===== config.mk =====
export PLATFORM = sky130hd
export DESIGN_NAME = sprite_fetch_scheduler_flat
export DESIGN_NICKNAME = d
export VERILOG_FILES = /design/src/rtl/sprite_fetch_scheduler_pkg.sv /design/src/rtl/sprite_fetch_scheduler_if.sv /design/src/rtl/sprite_fetch_scheduler_tile_trigger_decode.sv /design/src/rtl/sprite_fetch_scheduler.sv /design/src/flat_wrapper.sv
export SDC_FILE = /design/constraint.sdc
export NUM_CORES = 1
export LEC_CHECK = 0
export ABC_AREA = 1
export BUFFER_PORTS_ARGS = -buffer_cell sky130_fd_sc_hd__buf_2
export CORE_ASPECT_RATIO = 1.2
export CORE_MARGIN = 5
export CORE_UTILIZATION = 30
export CTS_CLUSTER_DIAMETER = 80
export DETAILED_ROUTE_END_ITERATION = 16
export SYNTH_ARGS = -nofsm -noshare
export SYNTH_HDL_FRONTEND = slang
export SYNTH_HIERARCHICAL = 1
export SYNTH_SLANG_ARGS = --single-unit

===== constraint.sdc =====
create_clock -name clk -period 2 [get_ports clk]
set_input_delay 0.4 -clock clk [delete_from_list [all_inputs] [get_ports clk]]
set_output_delay 0.4 -clock clk [all_outputs]
set_load 0.05 [all_outputs]

===== src/rtl/sprite_fetch_scheduler_pkg.sv =====
// Shared constants for the sprite fetch scheduler: entity field layout,
// screen timing, FSM state codes and the line-to-tile arithmetic helpers.
package sprite_fetch_scheduler_pkg;

    localparam int ID_MSB  = 13;
    localparam int ID_LSB  = 10;
    localparam int ORI_MSB = 9;
    localparam int ORI_LSB = 8;
    localparam int ROW_MSB = 7;
    localparam int ROW_LSB = 4;
    localparam int COL_MSB = 3;
    localparam int COL_LSB = 0;

    localparam logic [3:0] ENTITY_UNUSED = 4'hF;
    localparam logic [7:0] BLANK_ROW     = 8'hFF;

    localparam int TILE_PX  = 40;
    localparam int UPSCALE  = 5;
    localparam int H_ACTIVE = 640;
    localparam int V_ACTIVE = 480;
    localparam int V_TOTAL  = 525;
    localparam int NUM_COLS = H_ACTIVE / TILE_PX;

    localparam logic [2:0] S_IDLE  = 3'd0;
    localparam logic [2:0] S_SCAN  = 3'd1;
    localparam logic [2:0] S_FETCH = 3'd2;
    localparam logic [2:0] S_WAIT  = 3'd3;
    localparam logic [2:0] S_DONE  = 3'd4;

    // Compare ladders instead of dividers: only visible lines (< 480) reach these.
    function automatic logic [3:0] line_tile_row(input logic [9:0] tv);
        logic [3:0] row;
        row = '0;
        for (int r = 1; r < V_ACTIVE / TILE_PX; r++)
            if (tv >= 10'(r * TILE_PX)) row = 4'(r);
        return row;
    endfunction

    function automatic logic [2:0] line_texel(input logic [9:0] tv);
        logic [9:0] rem;
        logic [2:0] texel;
        rem   = tv - 10'(TILE_PX) * 10'(line_tile_row(tv));
        texel = '0;
        for (int t = 1; t < TILE_PX / UPSCALE; t++)
            if (rem >= 10'(t * UPSCALE)) texel = 3'(t);
        return texel;
    endfunction

endpackage


===== src/rtl/sprite_fetch_scheduler_if.sv =====
// SpriteROM read port: one-cycle request strobe with held address, data
// returned with rom_valid after an arbitrary latency.
interface sprite_fetch_scheduler_if;
    logic       rom_req;
    logic [3:0] rom_sprite_id;
    logic [1:0] rom_orientation;
    logic [2:0] rom_line;
    logic [7:0] rom_data;
    logic       rom_valid;

    modport master (
        output rom_req, rom_sprite_id, rom_orientation, rom_line,
        input  rom_data, rom_valid
    );

    modport slave (
        input  rom_req, rom_sprite_id, rom_orientation, rom_line,
        output rom_data, rom_valid
    );
endinterface


===== src/rtl/sprite_fetch_scheduler_tile_trigger_decode.sv =====
// Decodes the beam position into tile-boundary events and the column/line
// that the following scan should prepare.
module tile_trigger_decode
    import sprite_fetch_scheduler_pkg::*;
(
    input  logic [9:0] counter_H,
    input  logic [9:0] counter_V,
    output logic       swap,
    output logic       scan_start,
    output logic       blank_next,
    output logic [3:0] target_col,
    output logic [9:0] target_line
);
    logic [NUM_COLS-1:0] at_edge;

    genvar gi;
    generate
        for (gi = 0; gi < NUM_COLS; gi++) begin : g_edge
            assign at_edge[gi] = (counter_H == 10'(gi * TILE_PX));
        end
    endgenerate

    // The last boundary (h=600) swaps but has no column left to prefetch;
    // h=H_ACTIVE prefetches column 0 of the next line.
    assign blank_next = (counter_H == 10'(H_ACTIVE));
    assign swap       = |at_edge;
    assign scan_start = (|at_edge[NUM_COLS-2:0]) | blank_next;

    always_comb begin
        target_col = '0;
        for (int k = 0; k < NUM_COLS - 1; k++)
            if (at_edge[k]) target_col = 4'(k + 1);
    end

    assign target_line = !blank_next                        ? counter_V :
                         (counter_V >= 10'(V_TOTAL - 1))    ? 10'd0     :
                                                              counter_V + 10'd1;
endmodule


===== src/rtl/sprite_fetch_scheduler.sv =====
// Prefetches one sprite row per tile column: scans entity slots in priority
// order, issues a single SpriteROM read and swaps the result in at the boundary.
module sprite_fetch_scheduler
    import sprite_fetch_scheduler_pkg::*;
#(
    parameter int NUM_SLOTS = 5
) (
    input  logic                    clk,
    input  logic                    reset,
    input  logic [14*NUM_SLOTS-1:0] entities,
    input  logic [9:0]              counter_H,
    input  logic [9:0]              counter_V,
    sprite_fetch_scheduler_if.master rom,
    output logic [7:0]              row_bits,
    output logic                    row_hit,
    output logic [2:0]              row_slot,
    output logic                    overrun,
    input  logic                    clr_overrun
);
    logic       swap, scan_start, blank_next;
    logic [3:0] target_col;
    logic [9:0] target_line;

    tile_trigger_decode u_decode (
        .counter_H  (counter_H),
        .counter_V  (counter_V),
        .swap       (swap),
        .scan_start (scan_start),
        .blank_next (blank_next),
        .target_col (target_col),
        .target_line(target_line)
    );

    logic [2:0] state_reg, slot_idx_reg, match_slot_reg, scan_line_reg;
    logic [3:0] tile_row_reg, col_reg, rom_id_reg;
    logic [1:0] rom_ori_reg;
    logic [2:0] rom_line_reg;
    logic [7:0] staging_bits_reg, front_bits_reg;
    logic       staging_hit_reg, front_hit_reg;
    logic [2:0] staging_slot_reg, front_slot_reg;
    logic       discard_reg, overrun_reg;

    // Pad the slot array to the index width so the scan mux never selects out of range.
    logic [13:0] slot_word [8];
    genvar gi;
    generate
        for (gi = 0; gi < 8; gi++) begin : g_slot
            if (gi < NUM_SLOTS) begin : g_used
                assign slot_word[gi] = entities[14*gi +: 14];
            end else begin : g_pad
                assign slot_word[gi] = {ENTITY_UNUSED, 10'd0};
            end
        end
    endgenerate

    logic [13:0] cur_slot;
    logic        slot_match, trigger, busy, abort, scan_go;

    assign cur_slot   = slot_word[slot_idx_reg];
    assign slot_match = (cur_slot[ID_MSB:ID_LSB] != ENTITY_UNUSED) &&
                        (cur_slot[ROW_MSB:ROW_LSB] == tile_row_reg) &&
                        (cur_slot[COL_MSB:COL_LSB] == col_reg);
    assign trigger    = swap | scan_start;
    assign busy       = (state_reg == S_SCAN) || (state_reg == S_FETCH) || (state_reg == S_WAIT);
    assign abort      = trigger && busy;
    assign scan_go    = scan_start && (target_line < 10'(V_ACTIVE));

    always_ff @(posedge clk or posedge reset) begin
        if (reset) begin
            state_reg        <= S_IDLE;
            slot_idx_reg     <= '0;
            match_slot_reg   <= '0;
            scan_line_reg    <= '0;
            tile_row_reg     <= '0;
            col_reg          <= '0;
            rom_id_reg       <= '0;
            rom_ori_reg      <= '0;
            rom_line_reg     <= '0;
            staging_bits_reg <= BLANK_ROW;
            staging_hit_reg  <= 1'b0;
            staging_slot_reg <= '0;
            front_bits_reg   <= BLANK_ROW;
            front_hit_reg    <= 1'b0;
            front_slot_reg   <= '0;
            discard_reg      <= 1'b0;
            overrun_reg      <= 1'b0;
        end else begin
            if (abort)            overrun_reg <= 1'b1;
            else if (clr_overrun) overrun_reg <= 1'b0;

            // A late fetch shows blank rather than whatever partial staging exists.
            if (swap && !abort) begin
                front_bits_reg <= staging_bits_reg;
                front_hit_reg  <= staging_hit_reg;
                front_slot_reg <= staging_slot_reg;
            end else if (blank_next || abort) begin
                front_bits_reg <= BLANK_ROW;
                front_hit_reg  <= 1'b0;
                front_slot_reg <= '0;
            end

            // A response landing on the abort edge itself is already consumed.
            if (abort && state_reg == S_WAIT && !rom.rom_valid) discard_reg <= 1'b1;
            else if (rom.rom_valid)                             discard_reg <= 1'b0;

            if (trigger) begin
                staging_bits_reg <= BLANK_ROW;
                staging_hit_reg  <= 1'b0;
                staging_slot_reg <= '0;
                if (scan_go) begin
                    state_reg     <= S_SCAN;
                    slot_idx_reg  <= '0;
                    tile_row_reg  <= line_tile_row(target_line);
                    col_reg       <= target_col;
                    scan_line_reg <= line_texel(target_line);
                end else begin
                    state_reg <= S_IDLE;
                end
            end else begin
                case (state_reg)
                    S_SCAN: begin
                        if (slot_match) begin
                            state_reg      <= S_FETCH;
                            match_slot_reg <= slot_idx_reg;
                            rom_id_reg     <= cur_slot[ID_MSB:ID_LSB];
                            rom_ori_reg    <= cur_slot[ORI_MSB:ORI_LSB];
                            rom_line_reg   <= scan_line_reg;
                        end else if (slot_idx_reg == 3'(NUM_SLOTS - 1)) begin
                            state_reg <= S_DONE;
                        end else begin
                            slot_idx_reg <= slot_idx_reg + 3'd1;
                        end
                    end
                    S_FETCH: if (!discard_reg) state_reg <= S_WAIT;
                    S_WAIT: begin
                        if (rom.rom_valid) begin
                            staging_bits_reg <= rom.rom_data;
                            staging_hit_reg  <= 1'b1;
                            staging_slot_reg <= match_slot_reg;
                            state_reg        <= S_DONE;
                        end
                    end
                    default: ;
                endcase
            end
        end
    end

    assign rom.rom_req         = (state_reg == S_FETCH) && !discard_reg;
    assign rom.rom_sprite_id   = rom_id_reg;
    assign rom.rom_orientation = rom_ori_reg;
    assign rom.rom_line        = rom_line_reg;

    assign row_bits = front_bits_reg;
    assign row_hit  = front_hit_reg;
    assign row_slot = front_slot_reg;
    assign overrun  = overrun_reg;
endmodule

===== src/flat_wrapper.sv =====
// flat-port wrapper written by rule: the top's interface ports become plain ports
module sprite_fetch_scheduler_flat import sprite_fetch_scheduler_pkg::*;
#(
    parameter int NUM_SLOTS = 5
)
  (clk, reset, entities, counter_H, counter_V, row_bits, row_hit, row_slot, overrun, clr_overrun, rom_rom_req, rom_rom_sprite_id, rom_rom_orientation, rom_rom_line, rom_rom_data, rom_rom_valid);
  sprite_fetch_scheduler_if rom_i ();
  input  logic clk;
  input  logic reset;
  input  logic [14*NUM_SLOTS-1:0] entities;
  input  logic [9:0] counter_H;
  input  logic [9:0] counter_V;
  output logic [7:0] row_bits;
  output logic row_hit;
  output logic [2:0] row_slot;
  output logic overrun;
  input  logic clr_overrun;
  output wire logic [$bits(rom_i.rom_req)-1:0] rom_rom_req;
  output wire logic [$bits(rom_i.rom_sprite_id)-1:0] rom_rom_sprite_id;
  output wire logic [$bits(rom_i.rom_orientation)-1:0] rom_rom_orientation;
  output wire logic [$bits(rom_i.rom_line)-1:0] rom_rom_line;
  input wire logic [$bits(rom_i.rom_data)-1:0] rom_rom_data;
  input wire logic [$bits(rom_i.rom_valid)-1:0] rom_rom_valid;
  assign rom_rom_req = rom_i.rom_req;
  assign rom_rom_sprite_id = rom_i.rom_sprite_id;
  assign rom_rom_orientation = rom_i.rom_orientation;
  assign rom_rom_line = rom_i.rom_line;
  assign rom_i.rom_data = rom_rom_data;
  assign rom_i.rom_valid = rom_rom_valid;
  sprite_fetch_scheduler #(.NUM_SLOTS(NUM_SLOTS)) u_core (.clk(clk), .reset(reset), .entities(entities), .counter_H(counter_H), .counter_V(counter_V), .rom(rom_i), .row_bits(row_bits), .row_hit(row_hit), .row_slot(row_slot), .overrun(overrun), .clr_overrun(clr_overrun));
endmodule

* Word-level counts from Yosys, hierarchy flattened
Index checks and enable logic that the tools add are counted.
** Operators by class
- Add/subtract/negate cells :: 3
- Multiply operators :: 1
- Magnitude comparators :: 21
- Eq/ne operators :: 29
- Muxes and demuxes :: 71
- Bitwise logic cells :: 4
- Reductions and logical operators :: 29
** Operators by type and width (number)
- $mux W4 :: 20
- $mux W3 :: 23
- $eq A10 B9 Y1 const B :: 6
- $ge A10 B9 Y1 const B :: 5
- $bmux W14 S3 :: 1
- $eq A10 B10 Y1 const B :: 4
- $mux W8 :: 5
- $eq A10 B8 Y1 const B :: 3
- $ge A10 B5 Y1 const B :: 3
- $ge A10 B8 Y1 const B :: 3
- $mux W14 :: 2
- $eq A10 B7 Y1 const B :: 2
- $ge A10 B4 Y1 const B :: 2
- $ge A10 B6 Y1 const B :: 2
- $ge A10 B7 Y1 const B :: 2
- $mux W10 :: 2
- $reduce_or A16 Y1 :: 1
- $reduce_or A15 Y1 :: 1
- $mux W1 :: 13
- $reduce_bool A2 Y1 :: 6
- $add A10 B1 Y10 const B :: 1
- $eq A10 B6 Y1 const B :: 1
- $ge A10 B10 Y1 const B :: 1
- $ge A10 B3 Y1 const B :: 1
- 28 further kinds :: 48
** Storage, ports and cells
- Register bits after elaboration :: 55
- Input bits :: 102
- Output and inout bits :: 23

* Longest topological paths before layout
Gate-level depths: netlist (run 1).
- Word-level depth :: 27
- Gate-level depth with buffers :: 38
- Mapped depth without buffers :: 38

* Cells and area by module
The synthesis (run 1) kept the hierarchy.
** By module, submodules not included
- sprite_fetch_scheduler :: instances 1, cells each 600, area each 4023.9 um^2, seq. area each 1396.3 um^2
- tile_trigger_decode :: instances 1, cells each 150, area each 754.5 um^2, seq. area each 0.0 um^2

* Least setup slack after synthesis (run 1)
Ideal clock, no wire load.
- Path kind :: input to register
- From :: in counter_H[3]
- To :: reg u_core.scan_line_reg[1]
- Data arrival time :: 4178 ps
- Required time :: 1869 ps
- Setup slack :: -2309 ps
- Stages on the path :: 34
- Path buffers :: 0
- Cells stage by stage :: nor2_1 nand3_4 nor2_8 nand2_2 o21ai_1 nand2_1 nor2_1 nand2_1 nor2_1 a21oi_1 nand2_1 a21oi_1 o211ai_1 nand2_1 nand2_1 ha_1 ha_1 inv_1 fa_1 xnor2_1 ha_1 nand2_1 inv_1 nand2_1 nand2_1 nor2_1 nand3_1 nand2_1 inv_1 nand3_1 a21oi_1 nand2_1 a21oi_1 a21oi_1
** On the way
- Cells in the longest elaborated chain, start to end :: 25
- Elaborated cells between the ends (all ways) :: 63
- Those cells by class :: add/sub: 1; mul: 1; order compare: 18; eq/ne: 16; mux: 20; bitwise: 2; reduce/logical: 5
** RTL lines
- start: declaration :: RTL line flat_wrapper.sv:11 : input logic [9:0] counter_H;
- $eq A10 B10 Y1 * :: RTL line sprite_fetch_scheduler_tile_trigger_decode.sv:25 : assign blank_next = (counter_H == 10'(H_ACTIVE));
- via u_core.blank_next :: RTL line sprite_fetch_scheduler.sv:20 : logic swap, scan_start, blank_next;
- $mux W10 * :: RTL line sprite_fetch_scheduler_tile_trigger_decode.sv:35 : assign target_line = !blank_next ? counter_V :
- via u_core.target_line[4] :: RTL line sprite_fetch_scheduler.sv:22 : logic [9:0] target_line;
- $ge A10 B6 Y1 :: RTL line sprite_fetch_scheduler_pkg.sv:35 : if (tv >= 10'(r * TILE_PX)) row = 4'(r);
- $mux W1 :: RTL line sprite_fetch_scheduler_pkg.sv:35
- $mux W2 (2 in series) :: RTL line sprite_fetch_scheduler_pkg.sv:35
- $mux W3 (4 in series) :: RTL line sprite_fetch_scheduler_pkg.sv:35
- $mux W4 (4 in series) :: RTL line sprite_fetch_scheduler_pkg.sv:35
- $mux W4 :: RTL line sprite_fetch_scheduler.sv:110 : if (scan_go) begin
- $mux W4 :: RTL line sprite_fetch_scheduler.sv:106 : if (trigger) begin
- $mul A3 B4 Y7 :: RTL line sprite_fetch_scheduler_pkg.sv:42 : rem = tv - 10'(TILE_PX) * 10'(line_tile_row(tv));
- $sub A10 B10 Y10 :: RTL line sprite_fetch_scheduler_pkg.sv:42
- $ge A10 B4 Y1 :: RTL line sprite_fetch_scheduler_pkg.sv:45 : if (rem >= 10'(t * UPSCALE)) texel = 3'(t);
- $mux W2 (2 in series) :: RTL line sprite_fetch_scheduler_pkg.sv:45
- $mux W3 (4 in series) :: RTL line sprite_fetch_scheduler_pkg.sv:45
- end signal: assignment :: RTL line sprite_fetch_scheduler.sv:115 : scan_line_reg <= line_texel(target_line);
- end: declaration :: RTL line sprite_fetch_scheduler.sv:34 : logic [2:0] state_reg, slot_idx_reg, match_slot_reg, scan_line_reg;
Mark *: on every way through the listed nets, which the timed path passes. The rest lies on a longest branch. The select of a mux whose other input is x is not followed.
A chain may end at the register's enable or synchronous reset.

* Worst setup path after layout (run 1)
- From :: in counter_H[6]
- To :: reg u_core.scan_line_reg[1]
The elaborated chain is that of the path after synthesis.

==> results.sh, run 1 <==
export IMPL_io_pins=125
export IMPL_place_gp_congestion=0.839
export IMPL_use_met1=0.188
export IMPL_crit_slowest_cell="fa_2"
export IMPL_antenna_found_initial=1
export IMPL_synthSimpleGateAreaFrac=0.390
export IMPL_start_util=0.306
export IMPL_fin_crit_ns=3.99
export IMPL_htreeDepth=2
export IMPL_worstPathRequired_ns=2.18
export IMPL_cts_buffers=5
export IMPL_grt_overflow_total=0
export IMPL_yosys_warnings=6
export IMPL_setup_violations=29
export IMPL_area_growth_pct=77.3
export IMPL_cts_hold_buf=0
export IMPL_rsz0062_at_grt="true"
export IMPL_critPathMaxFanout=5
export IMPL_critical_path_class="in -> reg"
export IMPL_r2r_slack_ns=-0.16
export IMPL_synth_top_area_frac=0.204
export IMPL_clkSinkCount=55
export IMPL_finalPower_mw=7.14
export IMPL_synth_top_cell_by_area="dfrtp_1"
export IMPL_die_area_mm2=0.0186
export IMPL_grt_pass1_wl_um=26100
export IMPL_fillers=1446
export IMPL_viasPerCell=4.66
export IMPL_place_ws_ns=-2.47
export IMPL_synth_async_reset_ratio=1.00
export IMPL_synth_seq_area_share=0.292
export IMPL_worst_pin_slew_ns=0.406
export IMPL_final_util=0.542
export IMPL_syn_mean_instance_area_um2=6.37
export IMPL_clock_latency_ns=0.30
export IMPL_grt_met2_usage=0.316
export IMPL_critPathMostFrequentCell="nand2_1"
export IMPL_cts_clk_slew_worst_paths_ns=0.07
export IMPL_start_kind="primary input"
export IMPL_cts_buffer_depth=2
export IMPL_synth_fa_ha_area_frac=0.0424
export IMPL_drt_iter0_drc=205
export IMPL_grt_max_degree=56
export IMPL_fin_crit_sh=2.00
export IMPL_setup_slack_ns=-1.99
export IMPL_dp_cells=1183
export IMPL_row_count=50
export IMPL_hp_class="in -> async"
export IMPL_fmax_ghz=0.251
export IMPL_clockRootBuffer="clkbuf_16"
export IMPL_ff2ff_path_depth=16
export IMPL_status="complete, but fails checks"
export IMPL_reg2reg_to="u_core/match_slot_reg[2]"
export IMPL_slew_viol_final=0
export IMPL_synth_top_family_by_area="simple AND/OR/NAND/NOR gates"
export IMPL_synth_edff_count=0
export IMPL_synth_seq_cells=55
export IMPL_worst_setup_path_end_kind="flip-flop"
export IMPL_busiest_layer="met2"
export IMPL_synth_cells=750
export IMPL_synthMuxAreaShare=0
export IMPL_synthTopCellsByArea="dfrtp_1, nand2_1, inv_1"
export IMPL_wl_um=15800
export IMPL_synth_nets=867
export IMPL_cts_tree="built"
export IMPL_setup_tns_ns=-11.74
export IMPL_slowest_delay_ns=0.45
export IMPL_synth_compound_area_frac=0.134
export IMPL_grt_pass1_vias=5819
export IMPL_max_slew_margin=0.728
export IMPL_ys_flop_type="dfrtp_1"
export IMPL_wl_per_cell_um=12.6
export IMPL_p_per_area_mw_per_mm2=843
export IMPL_syn_area_mm2=0.00478
export IMPL_drtAntennaViolNets=0
export IMPL_p_leak_nw=4.34
export IMPL_chipWidth_um=125
export IMPL_synth_distinct_cells=45
export IMPL_core_area_mm2=0.0156
export IMPL_violations="setup timing"
export IMPL_ir_worst_vdd_mv=0.460
export IMPL_multi_input_area_mm2=0.00373
export IMPL_portBuffers=124
export IMPL_grt_usage=0.163
export IMPL_hpwlAfterDp_um=11200
export IMPL_drc_errors=0
export IMPL_reg2reg_from="u_core/slot_idx_reg[0]"
export IMPL_clock_skew_ns=0.0103
export IMPL_dr_pass1_iters=4
export IMPL_arrival_ns=4.18
export IMPL_hold_viol=0
export IMPL_drive_gt1_frac=0.533
export IMPL_fp_dieH_um=148
export IMPL_nets=1165
export IMPL_grt_met3_usage=0.0190
export IMPL_instances_no_fill=1258
export IMPL_ff_latch_area_mm2=0.00140
export IMPL_vias=5859
export IMPL_synth_xor_area_frac=0.0147
export IMPL_drv_cap=0
==> cell usage after synthesis, types with 2 or more instances <==
| cell type | number |
|---|---|
| buf_6 | 6 |
| nand2_2 | 2 |
| a21oi_1 | 21 |
| ha_1 | 13 |
| clkinv_1 | 3 |
| dfrtp_1 | 39 |
| inv_2 | 6 |
| xnor2_1 | 2 |
| nor3_1 | 10 |
| nor2_2 | 2 |
| inv_1 | 114 |
| o22ai_1 | 9 |
| buf_2 | 7 |
| nand3b_1 | 3 |
| clkbuf_1 | 4 |
| a32o_1 | 2 |
| nand3_2 | 2 |
| nor2_4 | 4 |
| nand2_1 | 223 |
| a31oi_1 | 3 |
| nand3_1 | 77 |
| o21ai_1 | 6 |
| xor2_1 | 6 |
| nor4_1 | 3 |
| o22a_1 | 8 |
| nand3_4 | 2 |
| o21ai_0 | 37 |
| o211ai_1 | 2 |
| buf_4 | 3 |
| nand4_1 | 13 |
| o21ai_2 | 12 |
| nor2_1 | 77 |
| dfstp_2 | 16 |
| fa_1 | 2 |
==> cell type report <==
class                           instances  share of cell area
Antenna cell                            1            0.000295
Clock buffer                            7              0.0182
Clock inverter                          1             0.00103
Inverter                              123              0.0580
Multi-Input combinational cell        551               0.440
Sequential cell                        55               0.165
Tap cell                              208              0.0307
Timing Repair Buffer                  310               0.285
Timing Repair inverter                  2             0.00162
==> worst max-delay path: cells and delay by family <==
kind                       cells  cell delay [ns]
buffers and inverters          5             0.41
adders and majority gates      4             1.09
and+or+nand+nor               18             1.62
AOI/OAI and AO/OA              6             0.63
==> worst max-delay path by stage <==
stage                       startpoint                      end  slack (ns)
after CTS                 counter_H[5]  u_core/scan_line_reg[1]       -1.96
after detailed placement  counter_H[7]  u_core/scan_line_reg[0]       -2.47
after global placement    counter_H[7]  u_core/scan_line_reg[0]       -2.38
after global routing      counter_H[0]  u_core/scan_line_reg[0]       -2.27
after floorplan           counter_H[7]  u_core/scan_line_reg[0]       -2.05
final                     counter_H[6]  u_core/scan_line_reg[1]       -1.99
==> kinds of logic after synthesis <==
family                     after synthesis
buffers and inverters                  144
xor gates and xnor gates                 8
and+or+nand+nor                        424
AOI/OAI and AO/OA                      104
DFF                                     55
adders and majority gates               15
==> per-layer routing <==
metal	part of all wire	up-vias
li1	-	3008
met1	0.41	2708
met2	0.54	116
met3	0.037	27
met4	0.020	0
met5	0	-
==> where the power goes <==
part	internal, mW	switching, mW	total [mW]
Clock	0.546	0.410	0.957
Sequential	1.52	0.191	1.71
Combinational	2.05	2.41	4.47
Total	4.13	3.02	7.14
==> stage by stage <==
step                      cell area, um2  hold WS, ns
after floorplan                     4930        0.453
final                               8470        0.146
after CTS                           7930        0.148
after detailed placement            6600        0.463
after global placement              6600        0.460
after global routing                8470        0.170
==> what timing repair did <==
action	in CTS	in global routing
endpoints found under the hold margin	0	0
endpoints found under the setup margin	56	54
pin swaps	36	50
cloned	10	0
setup buffers	38	22
resized for setup	178	119
==> placed cells by master (no fill, tap or decap), types with 4 or more instances in the layout <==
cell,Yosys,final
o21ai_4,0,4
inv_1,114,95
nor2_1,77,41
nand3_2,2,19
o21ai_0,37,14
ha_1,13,8
buf_16,0,7
o21ai_1,6,14
buf_12,0,9
nor2_4,4,28
nand4_1,13,13
nand2_1,223,167
buf_4,3,152
nand2_4,0,18
dfrtp_1,39,39
buf_6,6,27
o22ai_2,0,4
o22ai_1,9,5
inv_2,6,20
clkbuf_16,0,6
ha_4,0,5
nand3_4,2,8
dfstp_2,16,16
nand2_2,2,40
nand3_1,77,54
xor2_1,6,4
o21ai_2,12,23
nor3_2,1,6
a21oi_1,21,8
o22a_1,8,8
nor2_2,2,14
a21oi_2,0,12
inv_4,0,8
nor3_1,10,4
buf_2,7,113
(Power assumes the default switching activity.)
==> run 2: changes to the inputs <==
--- a/config.mk
+++ b/config.mk
@@ -12,6 +12,7 @@
 export CORE_UTILIZATION = 30
 export CTS_CLUSTER_DIAMETER = 80
 export DETAILED_ROUTE_END_ITERATION = 16
+export SETUP_SLACK_MARGIN = 0.2
 export SYNTH_ARGS = -nofsm -noshare
 export SYNTH_HDL_FRONTEND = slang
 export SYNTH_HIERARCHICAL = 1
==> run 2 against run 1 <==
The run still ends with setup timing left. Worst setup slack worse by 0.061 ns. Final area down 5.3%. Clock power down 7.2%. Final cell count down 1.2%. Critical path type unchanged. Critical endpoint unchanged. Largest power group unchanged.
==> results.sh, run 2 (same netlist as run 1, synthesis figures left out) <==
export IMPL_status="complete, but fails checks"
export IMPL_violations="setup timing"
export IMPL_cts_tree="built"
export IMPL_diodes=0
export IMPL_place_gp_congestion=0.841
export IMPL_max_slew_margin=0.708
export IMPL_worst_setup_path_end_kind="flip-flop"
export IMPL_drv_cap=0
export IMPL_io_pins=125
export IMPL_layout_commonest_cell="nand2_1"
export IMPL_grt_pass1_vias=5625
export IMPL_arrival_ns=4.24
export IMPL_fmax_ghz=0.247
export IMPL_clock_latency_ns=0.30
export IMPL_worst_pin_slew_ns=0.435
export IMPL_grt_max_degree=56
export IMPL_fin_area_mm2=0.00802
export IMPL_portBuffers=124
export IMPL_slew_viol_final=0
export IMPL_dpl_cell_area_mm2=0.00662
export IMPL_p_leak_nw=4.15
export IMPL_p_per_area_mw_per_mm2=796
export IMPL_clockRootBuffer="clkbuf_16"
export IMPL_drtAntennaViolNets=0
export IMPL_use_met1=0.184
export IMPL_start_util=0.306
export IMPL_setup_tns_ns=-13.52
export IMPL_hp_class="in -> async"
export IMPL_core_area_mm2=0.0156
export IMPL_area_growth_pct=67.9
export IMPL_fin_crit_ns=4.05
export IMPL_nets=1151
export IMPL_wl_per_cell_um=12.3
export IMPL_cts_clk_slew_worst_paths_ns=0.07
export IMPL_hpwlAfterDp_um=11200
export IMPL_crit_slowest_cell="fa_2"
export IMPL_viasPerCell=4.60
export IMPL_chipWidth_um=125
export IMPL_wl_um=15200
export IMPL_ir_worst_vdd_mv=0.379
export IMPL_slowest_delay_ns=0.44
export IMPL_hold_viol=0
export IMPL_final_util=0.513
export IMPL_rsz0062_at_grt="true"
export IMPL_fin_crit_sh=2.03
export IMPL_critical_path_class="in -> reg"
export IMPL_dr_pass1_iters=5
export IMPL_htreeDepth=2
export IMPL_critPathMaxFanout=5
export IMPL_critPathMostFrequentCell="nand2_1"
export IMPL_grt_pass1_wl_um=25200
export IMPL_vias=5722
export IMPL_start_kind="primary input"
export IMPL_cts_buffers=5
export IMPL_clkSinkCount=55
export IMPL_crit_start="counter_H[0]"
export IMPL_drc_errors=0
export IMPL_finalPower_mw=6.38
export IMPL_final_cell_mix="nand2_1, buf_4, buf_2"
export IMPL_drt_iter0_drc=160
export IMPL_grt_met2_usage=0.298
export IMPL_row_count=50
export IMPL_drive_gt1_frac=0.492
export IMPL_setup_violations=55
export IMPL_die_area_mm2=0.0186
export IMPL_setup_slack_ns=-2.05
export IMPL_clock_skew_ns=0.00700
export IMPL_grt_usage=0.158
export IMPL_cts_buffer_depth=2
export IMPL_worstPathRequired_ns=2.19
export IMPL_grt_met3_usage=0.0212
export IMPL_reg2reg_from="u_core/slot_idx_reg[0]"
export IMPL_grt_overflow_total=0
export IMPL_busiest_layer="met2"
export IMPL_fp_dieH_um=148
export IMPL_antenna_found_initial=0
export IMPL_hold_slack_ns=0.146
[run 2: final timing paths]
kind | end | slack [ns] | cells after the start
worst min register to register | u_core/rom.rom_orientation[0] | 0.48 | 2
min in group clk | u_core/overrun | 0.28 | 2
max in group asynchronous | u_core/staging_bits_reg[4] | 1.57 | 3
worst max register to register | u_core/match_slot_reg[2] | -0.12 | 17
worst min-delay path | u_core/overrun | 0.15 | 3
worst max-delay path | u_core/scan_line_reg[1] | -2.05 | 31
[run 2: repair_timing]
item,in CTS,in global routing
gates resized for setup,111,114
endpoints found under the setup margin,56,56
pin swaps,14,35
setup buffers,29,15
gates cloned,6,1
hold buffers,0,0
endpoints found under the hold margin,0,0
[run 2: worst max-delay path, delay by kind of cell]
kind	cells	cell delay [ns]
buf+inv	4	0.27
fa+ha+maj	4	1.05
compound gates	6	0.63
simple gates	17	1.88
[run 2: through the flow]
stage | worst slack [ns] | cells
2_1_floorplan | -2.05 | 750
3_3_place_gp | -2.36 | 1184
3_5_place_dp | -2.45 | 1184
4_1_cts | -1.95 | 1227
5_1_grt | -2.41 | 1243
6_report | -2.05 | 1243
[run 2: where the power goes]
| group | switching, mW | internal, mW |
|---|---|---|
| Combinational | 2.20 | 1.56 |
| Sequential | 0.201 | 1.53 |
| Clock | 0.415 | 0.472 |
[run 2: cell type report]
cell class | instances | area (um2)
clock buffers | 5 | 125
clock inverters | 3 | 22.5
fillers | 1536 | 7620
inverters | 123 | 507
multi-input cells | 551 | 3540
flip-flops and latches | 55 | 1400
well taps | 208 | 260
repair buffers | 296 | 2160
repair inverters | 2 | 12.5
[run 2: layer usage]
metal / part of all wire / wire (um)
met3: 0.042 / 636
met5: 0 / 0
met2: 0.53 / 8100
met1: 0.40 / 6150
met4: 0.023 / 348
==> run 3: changes to the inputs <==
--- a/config.mk
+++ b/config.mk
@@ -5,7 +5,6 @@
 export SDC_FILE = /design/constraint.sdc
 export NUM_CORES = 1
 export LEC_CHECK = 0
-export ABC_AREA = 1
 export BUFFER_PORTS_ARGS = -buffer_cell sky130_fd_sc_hd__buf_2
 export CORE_ASPECT_RATIO = 1.2
 export CORE_MARGIN = 5
==> run 3 against run 2 <==
The run still ends with setup timing left. Clock skew down 0.00054 ns. Utilization down 0.57 points. Worst setup slack worse by 0.64 ns. Global-route usage up 0.85 points. Combinational power up 28%. Die area down 1.6%. Total power up 19%. First-iteration DRC count up 35%. Via count down 7.2%. Worst hold slack worse by 0.029 ns. Wire length up 3.7%. Largest power group unchanged.
==> results.sh, run 3 <==
export IMPL_synth_top_area_frac=0.208
export IMPL_grt_overflow_total=0
export IMPL_synth_seq_area_share=0.297
export IMPL_grt_pass1_vias=5760
export IMPL_fmax_ghz=0.213
export IMPL_core_area_mm2=0.0155
export IMPL_multi_input_area_mm2=0.00366
export IMPL_area_growth_pct=67.6
export IMPL_synth_most_common_cell="nand2_1"
export IMPL_max_slew_margin=0.590
export IMPL_cts_tree="built"
export IMPL_antenna_found_initial=0
export IMPL_synth_edff_count=0
export IMPL_dr_pass1_iters=4
export IMPL_synth_async_reset_ratio=1.00
export IMPL_rsz0062_at_grt="true"
export IMPL_slew_viol_final=0
export IMPL_row_count=50
export IMPL_critPathMaxFanout=5
export IMPL_setup_violations=47
export IMPL_ir_worst_vdd_mv=0.484
export IMPL_worst_setup_path_end_kind="flip-flop"
export IMPL_violations="setup timing"
export IMPL_yosys_warnings=6
export IMPL_drc_errors=0
export IMPL_synth_cells=555
export IMPL_synth_distinct_cells=78
export IMPL_fin_area_mm2=0.00787
export IMPL_setup_slack_ns=-2.69
export IMPL_dp_cells=999
export IMPL_drt_iter0_drc=216
export IMPL_fin_crit_sh=2.35
export IMPL_instances_no_fill=1040
export IMPL_place_ws_ns=-3.11
export IMPL_setup_tns_ns=-29.54
export IMPL_worstPathRequired_ns=2.18
export IMPL_io_pins=125
export IMPL_reg2reg_from="u_core/slot_idx_reg[0]"
export IMPL_fillers=1492
export IMPL_critical_path_class="in -> reg"
export IMPL_diodes=0
export IMPL_ff_latch_area_mm2=0.00140
export IMPL_cts_buffer_depth=2
export IMPL_status="complete, but fails checks"
export IMPL_cts_buffers=5
export IMPL_reg2reg_to="u_core/match_slot_reg[1]"
export IMPL_synth_nets=672
export IMPL_arrival_ns=4.87
export IMPL_wl_per_cell_um=15.2
export IMPL_ys_flop_type="dfrtp_1"
export IMPL_chipWidth_um=124
export IMPL_final_cell_mix="buf_4, buf_2, nand2_1"
export IMPL_nets=948
export IMPL_hpwlAfterDp_um=12200
export IMPL_synth_common_cells="nand2_1, dfrtp_1, a21oi_1, nor2_1, inv_1"
export IMPL_viasPerCell=5.11
export IMPL_clock_skew_ns=0.00645
export IMPL_syn_mean_instance_area_um2=8.46
export IMPL_finalPower_mw=7.59
export IMPL_grt_usage=0.166
export IMPL_htreeDepth=2
export IMPL_hold_viol=0
export IMPL_portBuffers=124
export IMPL_clkSinkCount=55
export IMPL_p_per_area_mw_per_mm2=965
export IMPL_p_leak_nw=3.69
export IMPL_fp_dieH_um=147
export IMPL_hp_class="in -> async"
export IMPL_clockRootBuffer="clkbuf_16"
export IMPL_synth_top_cell_by_area="dfrtp_1"
export IMPL_start_util=0.303
export IMPL_worst_pin_slew_ns=0.615
export IMPL_clock_latency_ns=0.30
export IMPL_synthTopCellsByArea="dfrtp_1, dfstp_2, nand2_1"
export IMPL_place_gp_congestion=0.835
export IMPL_layout_commonest_cell="buf_4"
export IMPL_drv_cap=0
export IMPL_grt_max_degree=36
export IMPL_ff2ff_path_depth=10
export IMPL_die_area_mm2=0.0183
export IMPL_synth_seq_cells=55
export IMPL_cts_clk_slew_worst_paths_ns=0.07
export IMPL_syn_area_mm2=0.00470
export IMPL_vias=5311
export IMPL_r2r_slack_ns=-0.58
export IMPL_dpl_cell_area_mm2=0.00687
export IMPL_start_kind="primary input"
export IMPL_wl_um=15800
export IMPL_fin_crit_ns=4.69
export IMPL_drive_gt1_frac=0.560
export IMPL_grt_pass1_wl_um=26100
export IMPL_drtAntennaViolNets=0
run 3: layout make-up:
class,instances,share of cell area
Multi-Input combinational cell,435,0.466
Timing Repair Buffer,303,0.287
Sequential cell,55,0.178
Tap cell,208,0.0331
Clock buffer,6,0.0191
Inverter,31,0.0148
Clock inverter,2,0.00207
run 3: worst max-delay path by stage:
stage                       startpoint                       to  slack (ns)  depth (start not counted)
after global routing      counter_H[4]  u_core/scan_line_reg[0]       -2.88                         23
after CTS                 counter_H[4]  u_core/scan_line_reg[1]       -2.72                         21
after detailed placement  counter_H[3]  u_core/scan_line_reg[1]       -3.11                         21
final                     counter_H[4]  u_core/scan_line_reg[0]       -2.69                         23
after floorplan           counter_H[1]  u_core/scan_line_reg[1]       -2.96                         23
after global placement    counter_H[3]  u_core/scan_line_reg[1]       -3.01                         21
run 3: per-layer routing:
metal / track usage / vias up / routed length, um
met5: 0 / - / 0
met3: 0.0244 / 18 / 581
li1: - / 2636 / -
met2: 0.320 / 117 / 8730
met4: 0.0515 / 0 / 223
met1: 0.187 / 2540 / 6260
run 3: cells by family (layout without fill, tap and decap cells):
| kind of cell | after synthesis | count (layout) | share of synthesized area |
|---|---|---|---|
| AO/OA/AOI/OAI | 166 | 166 | 0.245 |
| XOR/XNOR | 10 | 10 | 0.0186 |
| adder cells (fa/ha/maj) | 15 | 15 | 0.0432 |
| buffers and inverters | 65 | 342 | 0.0602 |
| flip-flops | 55 | 55 | 0.297 |
| multiplexers | 38 | 38 | 0.102 |
| AND/OR/NAND/NOR | 206 | 206 | 0.234 |
run 3: worst max-delay path, cell delays in order:
cell      delay, ns
buf_6          0.10
or4b_4         0.53
or4_4          0.51
o221ai_4       0.19
o41ai_4        0.12
buf_4          0.17
a22oi_2        0.19
a311oi_2       0.12
buf_4          0.16
o31ai_4        0.18
ha_2           0.22
ha_4           0.13
inv_2          0.03
fa_2           0.33
xnor2_1        0.13
ha_1           0.31
buf_4          0.15
a211o_1        0.24
a21oi_2        0.13
a31oi_1        0.05
o21a_1         0.22
nor3_1         0.19
a21oi_1        0.08
run 3: through the flow:
step,hold slack (ns),util
2_1_floorplan,0.460,-
3_3_place_gp,0.437,0.443
3_5_place_dp,0.447,0.443
4_1_cts,0.126,0.488
5_1_grt,0.158,0.507
6_report,0.117,0.507
run 3: power breakdown:
group	leakage, nW	switching, mW	internal, mW
combinational	2.94	2.52	2.30
sequential	0.675	0.254	1.57
clock	0.0786	0.404	0.545
total	3.69	3.18	4.41
run 3: what timing repair did:
item,4_1_cts,5_1_grt
hold buffers,0,0
gates resized for setup,76,54
gates cloned,2,1
buffers inserted,22,8
pin swaps,17,16
endpoints found under the setup margin,56,56
